===== config.mk =====
export PLATFORM = sky130hd
export DESIGN_NAME = mem_stage_hs_flat
export DESIGN_NICKNAME = d
export VERILOG_FILES = /design/src/rtl/mem_stage_hs_if.sv /design/src/rtl/mem_stage_hs.sv /design/src/flat_wrapper.sv
export SDC_FILE = /design/constraint.sdc
export NUM_CORES = 1
export LEC_CHECK = 0
export CORE_MARGIN = 1
export CORE_UTILIZATION = 39
export DETAILED_ROUTE_END_ITERATION = 10
export PLACE_DENSITY = 0.87
export REMOVE_ABC_BUFFERS = 1
export SLEW_MARGIN = 15
export SYNTH_ARGS = -nofsm -noshare
export SYNTH_HDL_FRONTEND = slang
export SYNTH_SLANG_ARGS = --single-unit
export TNS_END_PERCENT = 10

===== constraint.sdc =====
create_clock -name clk -period 2.15 [get_ports clk]
set_input_delay 0.645 -clock clk [delete_from_list [all_inputs] [get_ports clk]]
set_output_delay 0.645 -clock clk [all_outputs]
set_load 0.02 [all_outputs]

===== src/rtl/mem_stage_hs_if.sv =====
// Data-memory request/acknowledge bus between the MEM stage and the data memory.
// The stage holds mem_addr / mem_write_data / mem_write_en stable while mem_req is high.
interface mem_stage_hs_if #(
  parameter int DATA_W = 16
);
  logic              mem_req;
  logic [DATA_W-1:0] mem_addr;
  logic [DATA_W-1:0] mem_write_data;
  logic              mem_write_en;
  logic              mem_ack;
  logic [DATA_W-1:0] mem_read_data;

  modport master (
    output mem_req,
    output mem_addr,
    output mem_write_data,
    output mem_write_en,
    input  mem_ack,
    input  mem_read_data
  );

  modport slave (
    input  mem_req,
    input  mem_addr,
    input  mem_write_data,
    input  mem_write_en,
    output mem_ack,
    output mem_read_data
  );
endinterface


===== src/rtl/mem_stage_hs.sv =====
// mips_16 MEM stage with a variable-latency req/ack data-memory port, pipeline stall,
// timeout watchdog and IRST-selected random-number reads.
module mem_stage_hs #(
  parameter int DATA_W  = 16,
  parameter int TIMEOUT = 15,
  parameter int CNT_W   = 4
) (
  input  logic                  clk,
  input  logic                  rst,
  input  logic [2*DATA_W+6:0]   pipeline_reg_in,
  output logic [2*DATA_W+4:0]   pipeline_reg_out,
  output logic [2:0]            mem_op_dest,
  input  logic [DATA_W-1:0]     irst_reg_data,
  input  logic [DATA_W-1:0]     rand_data_in,
  mem_stage_hs_if.master        dmem,
  output logic                  mem_stall,
  output logic                  mem_timeout
);

  typedef enum logic {
    ST_IDLE = 1'b0,
    ST_WAIT = 1'b1
  } state_e;

  // Last legal WAIT count before the watchdog aborts the access.
  localparam logic [CNT_W-1:0] CNT_LAST = (TIMEOUT == 0) ? '0 : CNT_W'(TIMEOUT - 1);

  // Field decode of the EX/MEM pipeline register.
  logic [DATA_W-1:0] alu_result;
  logic              rd_en;
  logic              wr_en;
  logic [DATA_W-1:0] wr_data;
  logic [4:0]        wb_field;
  logic              op;
  logic              rnd;

  assign alu_result = pipeline_reg_in[2*DATA_W+6:DATA_W+7];
  assign rd_en      = pipeline_reg_in[DATA_W+6];
  assign wr_en      = pipeline_reg_in[DATA_W+5];
  assign wr_data    = pipeline_reg_in[DATA_W+4:5];
  assign wb_field   = pipeline_reg_in[4:0];

  assign op  = rd_en | wr_en;
  assign rnd = rd_en & ~wr_en & irst_reg_data[DATA_W-1];

  // Only the select bit of IRST matters to this stage.
  logic unused_irst_bits;
  assign unused_irst_bits = ^irst_reg_data[DATA_W-2:0];

  assign mem_op_dest = pipeline_reg_in[3:1];

  state_e              state_q, state_d;
  logic [2*DATA_W+4:0] out_q, out_d;
  logic [DATA_W-1:0]   addr_q, addr_d;
  logic [DATA_W-1:0]   wdata_q, wdata_d;
  logic                wen_q, wen_d;
  logic                timeout_q, timeout_d;
  logic [CNT_W-1:0]    cnt_q, cnt_d;
  logic                expired;
  logic                stall;

  assign expired = (TIMEOUT != 0) && (cnt_q == CNT_LAST);

  always_comb begin
    state_d   = state_q;
    out_d     = '0;
    addr_d    = addr_q;
    wdata_d   = wdata_q;
    wen_d     = wen_q;
    timeout_d = timeout_q;
    cnt_d     = cnt_q;
    stall     = 1'b0;

    unique case (state_q)
      ST_IDLE: begin
        if (op && !rnd) begin
          stall   = 1'b1;
          state_d = ST_WAIT;
          addr_d  = alu_result;
          wdata_d = wr_data;
          wen_d   = wr_en;
          cnt_d   = '0;
        end else begin
          out_d = {alu_result, (rnd ? rand_data_in : {DATA_W{1'b0}}), wb_field};
        end
      end

      ST_WAIT: begin
        stall = ~dmem.mem_ack & ~expired;
        // An ack on the expiry cycle still completes the access normally.
        if (dmem.mem_ack) begin
          state_d = ST_IDLE;
          out_d   = {alu_result, (wen_q ? {DATA_W{1'b0}} : dmem.mem_read_data), wb_field};
        end else if (expired) begin
          state_d   = ST_IDLE;
          timeout_d = 1'b1;
          out_d     = {alu_result, {DATA_W{1'b0}}, 1'b0, wb_field[3:0]};
        end else begin
          cnt_d = cnt_q + CNT_W'(1);
        end
      end

      default: begin
        state_d = ST_IDLE;
      end
    endcase
  end

  always_ff @(posedge clk) begin
    if (rst) begin
      state_q   <= ST_IDLE;
      out_q     <= '0;
      addr_q    <= '0;
      wdata_q   <= '0;
      wen_q     <= 1'b0;
      timeout_q <= 1'b0;
      cnt_q     <= '0;
    end else begin
      state_q   <= state_d;
      out_q     <= out_d;
      addr_q    <= addr_d;
      wdata_q   <= wdata_d;
      wen_q     <= wen_d;
      timeout_q <= timeout_d;
      cnt_q     <= cnt_d;
    end
  end

  assign pipeline_reg_out     = out_q;
  assign dmem.mem_req         = (state_q == ST_WAIT);
  assign dmem.mem_addr        = addr_q;
  assign dmem.mem_write_data  = wdata_q;
  assign dmem.mem_write_en    = wen_q;
  assign mem_stall            = stall;
  assign mem_timeout          = timeout_q;

endmodule


===== src/flat_wrapper.sv =====
// flat-port wrapper written by rule: the top's interface ports become plain ports
module mem_stage_hs_flat 
#(
  parameter int DATA_W  = 16,
  parameter int TIMEOUT = 15,
  parameter int CNT_W   = 4
)
  (clk, rst, pipeline_reg_in, pipeline_reg_out, mem_op_dest, irst_reg_data, rand_data_in, mem_stall, mem_timeout, dmem_mem_req, dmem_mem_addr, dmem_mem_write_data, dmem_mem_write_en, dmem_mem_ack, dmem_mem_read_data);
  mem_stage_hs_if #(.DATA_W(DATA_W)) dmem_i ();
  input  logic clk;
  input  logic rst;
  input  logic [2*DATA_W+6:0] pipeline_reg_in;
  output logic [2*DATA_W+4:0] pipeline_reg_out;
  output logic [2:0] mem_op_dest;
  input  logic [DATA_W-1:0] irst_reg_data;
  input  logic [DATA_W-1:0] rand_data_in;
  output logic mem_stall;
  output logic mem_timeout;
  output wire logic [$bits(dmem_i.mem_req)-1:0] dmem_mem_req;
  output wire logic [$bits(dmem_i.mem_addr)-1:0] dmem_mem_addr;
  output wire logic [$bits(dmem_i.mem_write_data)-1:0] dmem_mem_write_data;
  output wire logic [$bits(dmem_i.mem_write_en)-1:0] dmem_mem_write_en;
  input wire logic [$bits(dmem_i.mem_ack)-1:0] dmem_mem_ack;
  input wire logic [$bits(dmem_i.mem_read_data)-1:0] dmem_mem_read_data;
  assign dmem_mem_req = dmem_i.mem_req;
  assign dmem_mem_addr = dmem_i.mem_addr;
  assign dmem_mem_write_data = dmem_i.mem_write_data;
  assign dmem_mem_write_en = dmem_i.mem_write_en;
  assign dmem_i.mem_ack = dmem_mem_ack;
  assign dmem_i.mem_read_data = dmem_mem_read_data;
  mem_stage_hs #(.DATA_W(DATA_W), .TIMEOUT(TIMEOUT), .CNT_W(CNT_W)) u_core (.clk(clk), .rst(rst), .pipeline_reg_in(pipeline_reg_in), .pipeline_reg_out(pipeline_reg_out), .mem_op_dest(mem_op_dest), .irst_reg_data(irst_reg_data), .rand_data_in(rand_data_in), .dmem(dmem_i), .mem_stall(mem_stall), .mem_timeout(mem_timeout));
endmodule

Word-level counts from Yosys, hierarchy flattened --
Index checks and enable logic that the tools add are counted.
Word-level totals: output and inout bits 76, word-level logic and storage cells 40, register bits after elaboration 76, bits of input ports 90
Cells by class: bitwise gates (word level) 8, add/subtract/negate cells 1, multiplexer cells 15, reduce and logical (&&, ||, !) cells 5, eq/ne operators 4
Operators with widths (number):
- 2-to-1 mux 37 bit | 3
- one-hot mux 37 bit (2 select lines) | 1
- 2-to-1 mux 16 bit | 2
- 2-to-1 mux 4 bit | 3
- one-hot mux 4 bit (2 select lines) | 1
- AND reduction 3 bit | 2
- adder 4 x 1 -> 4 bit, second input constant | 1
- == test 4 bit, second input constant | 1
- != test 2 bit, second input constant | 2
- inverter 1 bit | 4
- one-hot mux 1 bit (2 select lines) | 2
- AND 1 bit | 3
- 2-to-1 mux 1 bit | 3
- != test 2 x 1 -> 1 bit, second input constant | 1
- AND reduction 2 bit | 1
- logical AND 1 bit | 1
- zero test 1 bit | 1
- bitwise OR 1 bit | 1

Longest topological paths before layout --
Gate-level depths: netlist (run 1).
word-level depth 7, depth in mapped cells 7, mapped depth without buffers 6

Worst setup path before layout (run 1) --
OpenSTA, ideal clock, no wires.
kind input port to output port, from in pipeline_reg_in[22], to out mem_stall, path buffers 1, required time 1.505 ns, stages 4, arrival time 1.259 ns, path slack 0.246 ns, path through nor2b_1 > o21bai_1 > buf_2 > nand2_1
On the way: longest elaborated chain between the ends 6, elaborated cells on any way between the ends 7, classes of those cells 2 x mux; 3 x bitwise; 2 x reduce/logical
Ends and longest elaborated chain:
- start: declaration | line flat_wrapper.sv:12 | input logic [2*DATA_W+6:0] pipeline_reg_in;
- AND 1 bit (2 in series) | line mem_stage_hs.sv:44 | assign rnd = rd_en & ~wr_en & irst_reg_data[DATA_W-1];
- zero test 1 bit | line mem_stage_hs.sv:76 | if (op && !rnd) begin
- logical AND 1 bit * | line mem_stage_hs.sv:76
- 2-to-1 mux 1 bit * | line mem_stage_hs.sv:76
- one-hot mux 1 bit (2 select lines) * | line mem_stage_hs.sv:74 | unique case (state_q)
- end: declaration | line flat_wrapper.sv:17 | output logic mem_stall;
Every way passes the cells marked *; elsewhere a longest branch is shown, timed or not.

Final worst setup path (run 1) --
from in pipeline_reg_in[3], to out mem_op_dest[2]
RTL lines:
- end: declaration | line flat_wrapper.sv:14 | output logic [2:0] mem_op_dest;
No word-level cell between the ends.

==> impl_metrics.tcl, run 1 <==
set metrics [dict create \
    cts.sink_count 76 \
    drive_gt1_share_pct 8.41 \
    grt_pass1_vias 2422 \
    path_delay_family "buffers and inverters" \
    overflow 0 \
    start_util_pct 40.5 \
    drv_cap 0 \
    die_y_um 83.4 \
    io_buffers 150 \
    crit_slowest_cell "clkdlybuf4s50_1" \
    rows 29 \
    first_pass_iters 6 \
    holdBufCountCts 0 \
    skew_ps 8.38 \
    power.leakage_nw 1.75 \
    critPathKind "input port to output pin" \
    grt_pass1_wl_um 11300 \
    path_max_fanout 2 \
    synth_cell_types 27 \
    antenna_found_initial 0 \
    grt_max_degree 58 \
    multiInputGateArea_um2 983 \
    cp-startpoint "pipeline_reg_in[3]" \
    finalWirelength_um 6960 \
    h-tree-depth 3 \
    clk_latency_ps 330 \
    critPathArrivalTime_ps 1460 \
    ios 166 \
    relSlewSlack_pct 54.3 \
    dp.cells 501 \
    yosysSeqAreaShare_pct 58.9 \
    dp_hpwl_um 4910 \
    seqCellArea_mm2 0.00152 \
    min_from "u_core.dmem.mem_addr[12]" \
    nFillCells 497 \
    worst_slack_ps 45.1 \
    dieArea_mm2 0.00696 \
    ys_seq_elements 76 \
    finalSetupViolations 0 \
    fmaxAchievable_mhz 475 \
    cp_cell_sequence "clkdlybuf4s50_1 -> dlygate4sd2_1" \
    nets 527 \
    worst_pin_slew_ps 685 \
    cts.clk_slew.worst_paths_ps 80 \
    syn_to_final_growth_pct 71.0 \
    cts-root-buf "clkbuf_8" \
    hold_violations 0 \
    first_iter_violations 49 \
    grt_setup_unrepaired "no" \
    post-place-ws_ps -618 \
    cts_inserted_buffers 9 \
    finalCritPeriodShare_pct 97.9 \
    dr_total_vias 2518 \
    critPathCaptureType "output pin" \
    gp_congestion 0.767 \
    diodes 0 \
    cts.path.max_buffers 2 \
    report.final.slew_viol_count 0 \
    start_kind "input port" \
    synthCells 284 \
    ant_nets 0 \
    crit_path_max_incr_delay_ps 480 \
    required_ps 1500 \
    drc_errors 0 \
    layout_min_cycle_time_ps 2100 \
    hold_slack_ps 455 \
    netlist_area_mm2 0.00258 \
    ir_drop_uv 702 \
    powerDensity_mw_per_mm2 767 \
    grtUsageTotal_pct 20.6 \
    syn_avg_cell_area_um2 9.10 \
    hold_path.class "flop to flop" \
    viasPerCell 4.87 \
    cts_tree "built" \
    instances_no_fill 517 \
    worstReg2RegStart "u_core.cnt_q[1]" \
    wl_per_cell_um 13.5 \
    ys_warn_count 0 \
    core_mm2 0.00639 \
    status "complete, no violations" \
    cp.buffers_inverters 2 \
    fp.dieW_um 83.4 \
]
==> worst paths after layout <==
check	cells past startpoint	slack, ps	to
max	2	50	mem_op_dest[2]
min	2	450	u_core.dmem.mem_addr[12]
max reg2reg	6	270	u_core.pipeline_reg_out[22]
min reg2reg	2	450	u_core.dmem.mem_addr[12]
==> cells in the mapped netlist (all sizes together) <==
library cell	number	area (um2)
dfxtp	76	1520
nand2	69	259
a21oi	36	180
nor2	22	82.6
and2	20	125
a22oi	16	120
buf	14	85.1
clkbuf	7	26.3
nand3	4	20.0
nand2b	3	26.3
ha	2	25.0
nor2b	2	12.5
nor3	2	15.0
nor3b	2	20.0
a32oi	1	8.76
inv	1	3.75
mux2	1	11.3
o21ai	1	5.00
o21ba	1	10.0
o21bai	1	7.51
o31ai	1	7.51
or2	1	6.26
or3	1	6.26
==> registers in the layout (all words and copies together), names as in the netlist <==
name	cells
u_core.dmem.mem_req	1
u_core.dmem.mem_addr	16
u_core.cnt_q	4
u_core.dmem.mem_write_en	1
u_core.pipeline_reg_out	37
u_core.dmem.mem_write_data	16
u_core.mem_timeout	1
==> final cells by class <==
type / count / share of cell area (%)
sequential: 76 / 34.4
timing repair buffer: 161 / 35.8
inverter: 1 / 0.0849
clock buffer: 11 / 2.97
multi-input combinational: 186 / 22.2
tap: 77 / 2.18
clock inverter: 5 / 2.26
==> worst register-to-register path: cells and delay by family, from the launching register on <==
| family | cells | cell delay [ps] |
|---|---|---|
| flops | 1 | 390 |
| fa+ha+maj | 1 | 180 |
| buf+inv | 1 | 150 |
| simple gates | 4 | 1120 |
==> cell usage in the layout (no fill, tap or decap), types with 3 or more instances in the layout <==
master / n
nand3_1: 4
dlymetal6s2s_1: 4
bufinv_16: 3
buf_4: 11
clkdlybuf4s50_1: 141
nor2_1: 22
a21oi_1: 36
nand2_1: 68
clkbuf_8: 9
and2_1: 20
a22oi_1: 16
dfxtp_1: 75
==> per-stage QoR <==
stage               TNS [ps]  power, mW  area, um2  util (%)
floorplan             -12070       1.78       2470         -
global placement      -10470       2.15       4150      65.0
detailed placement    -11910       2.16       4150      65.0
CTS                     -127       3.41       4390      68.7
global route               0       3.54       4420      69.2
finish                     0       3.39       4420      69.2
==> routing by layer <==
| metal | vias to the layer above | wire length (um) | global-route usage, % |
|---|---|---|---|
| li1 | 1232 | - | - |
| met1 | 1151 | 2750 | 23.0 |
| met2 | 129 | 3460 | 35.3 |
| met3 | 6 | 681 | 7.75 |
| met4 | 0 | 72 | 8.47 |
| met5 | - | 0 | 0 |
==> power breakdown <==
group	switching, mW	total [mW]	internal (mW)
clock	0.482	1.25	0.769
sequential	0.0354	1.52	1.49
combinational	0.291	0.616	0.326
total	0.808	3.39	2.58
==> what timing repair did <==
item | CTS | global route
pin swaps | 0 | 2
setup endpoints to repair | 24 | 23
resized for setup | 11 | 11
endpoints found under the hold margin | 0 | 0
setup buffers | 0 | 0
==> kinds of logic after synthesis <==
logic type / share of synthesized area [%]
DFF: 58.9
muxes: 0.436
buffers and inverters: 4.45
AOI/OAI and AO/OA: 13.1
and+or+nand+nor: 22.2
adders and majority gates: 0.968
No activity file was read; power rests on OpenSTA's default activity.
==> run 2: changes to the inputs <==
--- a/config.mk
+++ b/config.mk
@@ -7,8 +7,10 @@
 export LEC_CHECK = 0
 export CORE_MARGIN = 1
 export CORE_UTILIZATION = 39
+export CTS_CLUSTER_DIAMETER = 60
 export DETAILED_ROUTE_END_ITERATION = 10
-export PLACE_DENSITY = 0.87
+export GPL_ROUTABILITY_DRIVEN = 0
+export PLACE_DENSITY = 0.92
 export REMOVE_ABC_BUFFERS = 1
 export SLEW_MARGIN = 15
 export SYNTH_ARGS = -nofsm -noshare
==> run 2 against run 1 <==
The run now ends with negative setup slack left. Utilization is 0.43 points lower. Clock skew down 1.5 ps. Worst setup slack worse by 200 ps. Power fell by 1.5%. Final cell count did not move. Die area did not move. Final area decreased by 0.62%. Wire length rose by 2.7%. Critical path depth grew 3. Sequential share of layout area up 0.19 points. Register-to-register slack better by 60 ps. Hold slack improved by 4.3 ps. Critical path type unchanged. Largest power group unchanged.
==> impl_metrics.tcl, run 2 (synthesis gave the netlist of run 1 again) <==
set metrics [dict create \
    status "finished, violations left" \
    hold_path.class "flop to flop" \
    violations "negative setup slack" \
    crit_path_max_incr_delay_ps 410 \
    drc_errors 0 \
    h-tree-depth 3 \
    hold_violations 0 \
    ios 166 \
    swShare_pct 25.3 \
    crit_cells 5 \
    multiInputGateArea_um2 971 \
    total_power_mw 3.34 \
    critPathArrivalTime_ps 1660 \
    path_delay_family "buffers and inverters" \
    nets 527 \
    antenna_found_initial 0 \
    skew_ps 6.89 \
    grt_max_degree 58 \
    dp.cells 501 \
    cts-root-buf "clkbuf_8" \
    cts_inserted_buffers 9 \
    p_sw_mw 0.843 \
    finalSetupViolations 1 \
    reg2regPathDepth 6 \
    dp_hpwl_um 5150 \
    layout_min_cycle_time_ps 2300 \
    cts.clk_slew.worst_paths_ps 80 \
    report.final.slew_viol_count 0 \
    start_kind "input port" \
    p_int_mw 2.49 \
    syn_to_final_growth_pct 69.9 \
    first_iter_violations 77 \
    finalWirelength_um 7150 \
    p_comb_share_pct 18.5 \
    fmaxAchievable_mhz 435 \
    rows 29 \
    critPathKind "input port to output pin" \
    powerDensity_mw_per_mm2 760 \
    diodes 0 \
    viasPerCell 4.86 \
    cp_cell_sequence "clkdlybuf4s50_1 -> nor2b_2 -> o21bai_2 -> nand2_1 -> buf_4" \
    clk_latency_ps 330 \
    cts.path.max_buffers 2 \
    largest_register_ffs 37 \
    relSlewSlack_pct 57.5 \
    first_pass_iters 4 \
    final_cell_mix "144 x clkdlybuf4s50_1, 76 x dfxtp_1, 69 x nand2_1" \
    io_buffers 150 \
    grt_setup_unrepaired "yes" \
    crit_slowest_cell "clkdlybuf4s50_1" \
    cts_tree "built" \
    whs_path_depth 2 \
    ant_nets 0 \
    dieArea_mm2 0.00696 \
    overflow 0 \
    path_max_fanout 2 \
    pwr-share-seq_pct 45.6 \
    start_util_pct 40.5 \
    required_ps 1500 \
    cts.sink_count 76 \
    drive_gt1_share_pct 8.41 \
    seqCellArea_mm2 0.00152 \
    ir_drop_uv 544 \
    finalCritPeriodShare_pct 107 \
    worst_pin_slew_ps 636 \
    drv_cap 0 \
    p_clk_share_pct 36.0 \
    power.leakage_nw 1.71 \
    grtUsageTotal_pct 21.2 \
    fp.dieW_um 83.4 \
    rrSetupSlack_ps 330 \
    die_y_um 83.4 \
    core_mm2 0.00639 \
    final_util_pct 68.8 \
    grt_pass1_wl_um 11600 \
    dr_total_vias 2511 \
    wl_per_cell_um 13.8 \
    critPathCaptureType "output pin" \
    instances_no_fill 517 \
    cp.buffers_inverters 2 \
    worst_slack_ps -151 \
    nFillCells 513 \
    final_common_cell "clkdlybuf4s50_1" \
    grt_pass1_vias 2493 \
    holdBufCountCts 0 \
]
-- run 2: cell count changes in the layout (fill, tap and decap cells not counted), sizes merged --
cell,delta
clkdlybuf4s15,+1
inv,+1
clkbuf,-2
clkinvlp,+1
clkdlybuf4s50,+3
dlymetal6s2s,-3
bufinv,-1
-- run 2: path summary, 6_finish.rpt --
kind	start	end
worst max-delay path	pipeline_reg_in[22]	mem_stall
worst max register to register	u_core.cnt_q[1]	u_core.pipeline_reg_out[36]
worst min register to register	u_core.dmem.mem_write_data[6]	u_core.dmem.mem_write_data[6]
worst min-delay path	u_core.dmem.mem_write_data[6]	u_core.dmem.mem_write_data[6]
-- run 2: area by class of cell --
| class | instances | area share [%] |
|---|---|---|
| inverters | 1 | 0.0854 |
| flip-flops and latches | 76 | 34.6 |
| repair buffers | 161 | 35.9 |
| clock inverters | 6 | 1.97 |
| well taps | 77 | 2.19 |
| multi-input cells | 186 | 22.1 |
| clock buffers | 10 | 3.13 |
-- run 2: power by group through the flow --
| stage | registers, mW | clock network, mW | logic (mW) |
|---|---|---|---|
| global placement | 1.55 | 0 | 0.603 |
| global route | 1.53 | 1.29 | 0.660 |
| finish | 1.52 | 1.20 | 0.617 |
| CTS | 1.52 | 1.23 | 0.618 |
| detailed placement | 1.55 | 0 | 0.617 |
| floorplan | 1.65 | 0 | 0.131 |
-- run 2: worst reg2reg max path: cells and delay by family (launching register included) --
family / cells / cell delay [ps]
and+or+nand+nor: 4 / 1060
buffers and inverters: 1 / 140
adders and majority gates: 1 / 170
DFF: 1 / 390
-- run 2: what timing repair did --
item,4_1_cts,5_1_grt
endpoints found under the hold margin,0,0
resized for setup,9,5
pin swaps,0,1
buffers inserted,0,0
setup endpoints to repair,24,38
-- run 2: metrics by stage --
stage	setup TNS, ps	hold WS [ps]	worst slack [ps]	area (um2)
floorplan	-12070	475	-1030	2470
global placement	-12190	441	-599	4150
detailed placement	-15770	449	-660	4150
CTS	-166	460	-166	4380
global route	-208	478	-208	4390
finish	-151	459	-151	4390
-- run 2: per-layer routing --
metal  vias up  share of wire (%)  global-route usage, %
li1       1225                  -                      -
met1      1142                 39                   22.1
met2       124                 49                   37.5
met3        20                8.9                   7.16
met4         0                2.7                   11.2
met5         -                  0                      0
==> run 3: changes to the inputs <==
--- a/config.mk
+++ b/config.mk
@@ -5,12 +5,13 @@
 export SDC_FILE = /design/constraint.sdc
 export NUM_CORES = 1
 export LEC_CHECK = 0
+export CORE_ASPECT_RATIO = 0.75
 export CORE_MARGIN = 1
-export CORE_UTILIZATION = 39
+export CORE_UTILIZATION = 36
 export CTS_CLUSTER_DIAMETER = 60
 export DETAILED_ROUTE_END_ITERATION = 10
 export GPL_ROUTABILITY_DRIVEN = 0
-export PLACE_DENSITY = 0.92
+export PLACE_DENSITY = 0.87
 export REMOVE_ABC_BUFFERS = 1
 export SLEW_MARGIN = 15
 export SYNTH_ARGS = -nofsm -noshare
==> constraint.sdc (replaced) <==
create_clock -name clk -period 2.36 [get_ports clk]
set_input_delay 0.708 -clock clk [delete_from_list [all_inputs] [get_ports clk]]
set_output_delay 0.708 -clock clk [all_outputs]
set_load 0.02 [all_outputs]
==> run 3 against run 2 <==
The run now ends clean. Clock-buffer cell count is the same. Sequential share of layout area decreased by 0.40 points. Final area increased by 1.2%. Sequential cell count did not move. First-iteration DRC count down 5.2%. Via count down 2.3%. Wire length increased by 1.7%. Utilization is 4.0 points lower. Largest power group unchanged.
==> impl_metrics.tcl, run 3 (synthesis gave the netlist of run 1 again) <==
set metrics [dict create \
    worst_pin_slew_ps 705 \
    cts_resized 16 \
    drc_errors 0 \
    io_buffers 150 \
    critPathCaptureType "output pin" \
    post_cts_buffers 0 \
    grt_pass1_wl_um 11100 \
    pwr-share-seq_pct 45.3 \
    status "complete, no violations" \
    swShare_pct 25.3 \
    finalSetupViolations 0 \
    seqCellArea_mm2 0.00152 \
    core_mm2 0.00686 \
    diodes 0 \
    fmaxAchievable_mhz 439 \
    hold_violations 0 \
    powerDensity_mw_per_mm2 688 \
    setup_tns_ps 0 \
    p_clk_share_pct 36.3 \
    grt_max_degree 58 \
    required_ps 1650 \
    final_common_cell "clkdlybuf4s50_1" \
    ant_nets 0 \
    skew_ps 12.3 \
    nets 527 \
    final_util_pct 64.7 \
    die_y_um 75.4 \
    critPathArrivalTime_ps 1570 \
    largest_register_ffs 37 \
    overflow 0 \
    power.leakage_nw 1.74 \
    nFillCells 581 \
    post-place-ws_ps -546 \
    drive_gt1_share_pct 8.41 \
    rows 26 \
    start_util_pct 37.7 \
    cts.clk_slew.worst_paths_ps 80 \
    p_int_mw 2.28 \
    dp_hpwl_um 5290 \
    p_sw_mw 0.775 \
    worst_slack_ps 84.6 \
    holdBufCountCts 0 \
    antenna_found_initial 0 \
    report.final.slew_viol_count 0 \
    grtUsageTotal_pct 19.3 \
    viasPerCell 4.56 \
    first_pass_iters 4 \
    dr_total_vias 2454 \
    cts-root-buf "clkbuf_8" \
    ios 166 \
    syn_to_final_growth_pct 71.9 \
    hold_path.class "flop to flop" \
    path_max_fanout 2 \
    cts.sink_count 76 \
    p_comb_share_pct 18.5 \
    cts_inserted_buffers 9 \
    layout_min_cycle_time_ps 2280 \
    start_kind "input port" \
    final_cell_mix "142 x clkdlybuf4s50_1, 76 x dfxtp_1, 68 x nand2_1" \
    dieArea_mm2 0.00753 \
    finalCritPeriodShare_pct 96.4 \
    finalWirelength_um 7270 \
    grt_setup_unrepaired "no" \
    ir_drop_uv 390 \
    fp.dieW_um 99.8 \
    clk_latency_ps 340 \
    critPathKind "input port to output pin" \
    first_iter_violations 73 \
    instances_no_fill 538 \
    relSlewSlack_pct 53.0 \
    multiInputGateArea_um2 983 \
    drv_cap 0 \
    cts.path.max_buffers 2 \
    wl_per_cell_um 13.5 \
    grt_pass1_vias 2381 \
    cts_tree "built" \
    dp.cells 522 \
    h-tree-depth 3 \
]
run 3: cell count changes in the layout (fill, tap and decap cells not counted), sizes merged:
cell	change
clkdlybuf4s50	-2
clkinvlp	-1
clkinv	+1
dlygate4sd2	+2
clkdlybuf4s15	-1
dlymetal6s2s	+1
run 3: worst paths after layout:
check / slack, ps / end / cells past startpoint / startpoint
min reg2reg: 460 / u_core.dmem.mem_addr[14] / 2 / u_core.dmem.mem_addr[14]
max: 80 / mem_stall / 4 / pipeline_reg_in[21]
max reg2reg: 470 / u_core.pipeline_reg_out[0] / 7 / u_core.cnt_q[0]
min: 460 / u_core.dmem.mem_addr[14] / 2 / u_core.dmem.mem_addr[14]
run 3: area by class of cell:
type / count / share of cell area, %
multi-input cells: 186 / 22.1
clock buffers: 10 / 3.10
clock inverters: 6 / 2.14
flip-flops and latches: 76 / 34.2
inverters: 1 / 0.0845
well taps: 98 / 2.76
repair buffers: 161 / 35.6
run 3: metrics by stage:
stage / hold WS, ps / total power, mW / cell area [um2]
floorplan: 475 / 1.62 / 2470
global placement: 441 / 1.96 / 4180
detailed placement: 449 / 1.98 / 4180
CTS: 460 / 3.09 / 4440
global route: 476 / 3.20 / 4440
finish: 458 / 3.06 / 4440
run 3: worst max-delay path: stages:
cell,delay (ps)
clkdlybuf4s50_1,480
o21bai_4,180
nand2_2,70
buf_6,130
run 3: power by group through the flow:
stage | Clock [mW] | Sequential (mW) | Combinational [mW]
after floorplan | 0 | 1.50 | 0.120
after global placement | 0 | 1.41 | 0.550
after detailed placement | 0 | 1.42 | 0.562
after CTS | 1.14 | 1.39 | 0.570
after global routing | 1.19 | 1.39 | 0.608
final | 1.11 | 1.39 | 0.564
run 3: per-layer routing:
layer  up-vias  global-route usage, %  part of all wire (%)
met2        71                   35.0                    53
met4         0                   5.72                  0.63
met5         -                      0                     0
li1       1229                      -                     -
met1      1150                   22.4                    42
met3         4                   6.06                   4.1
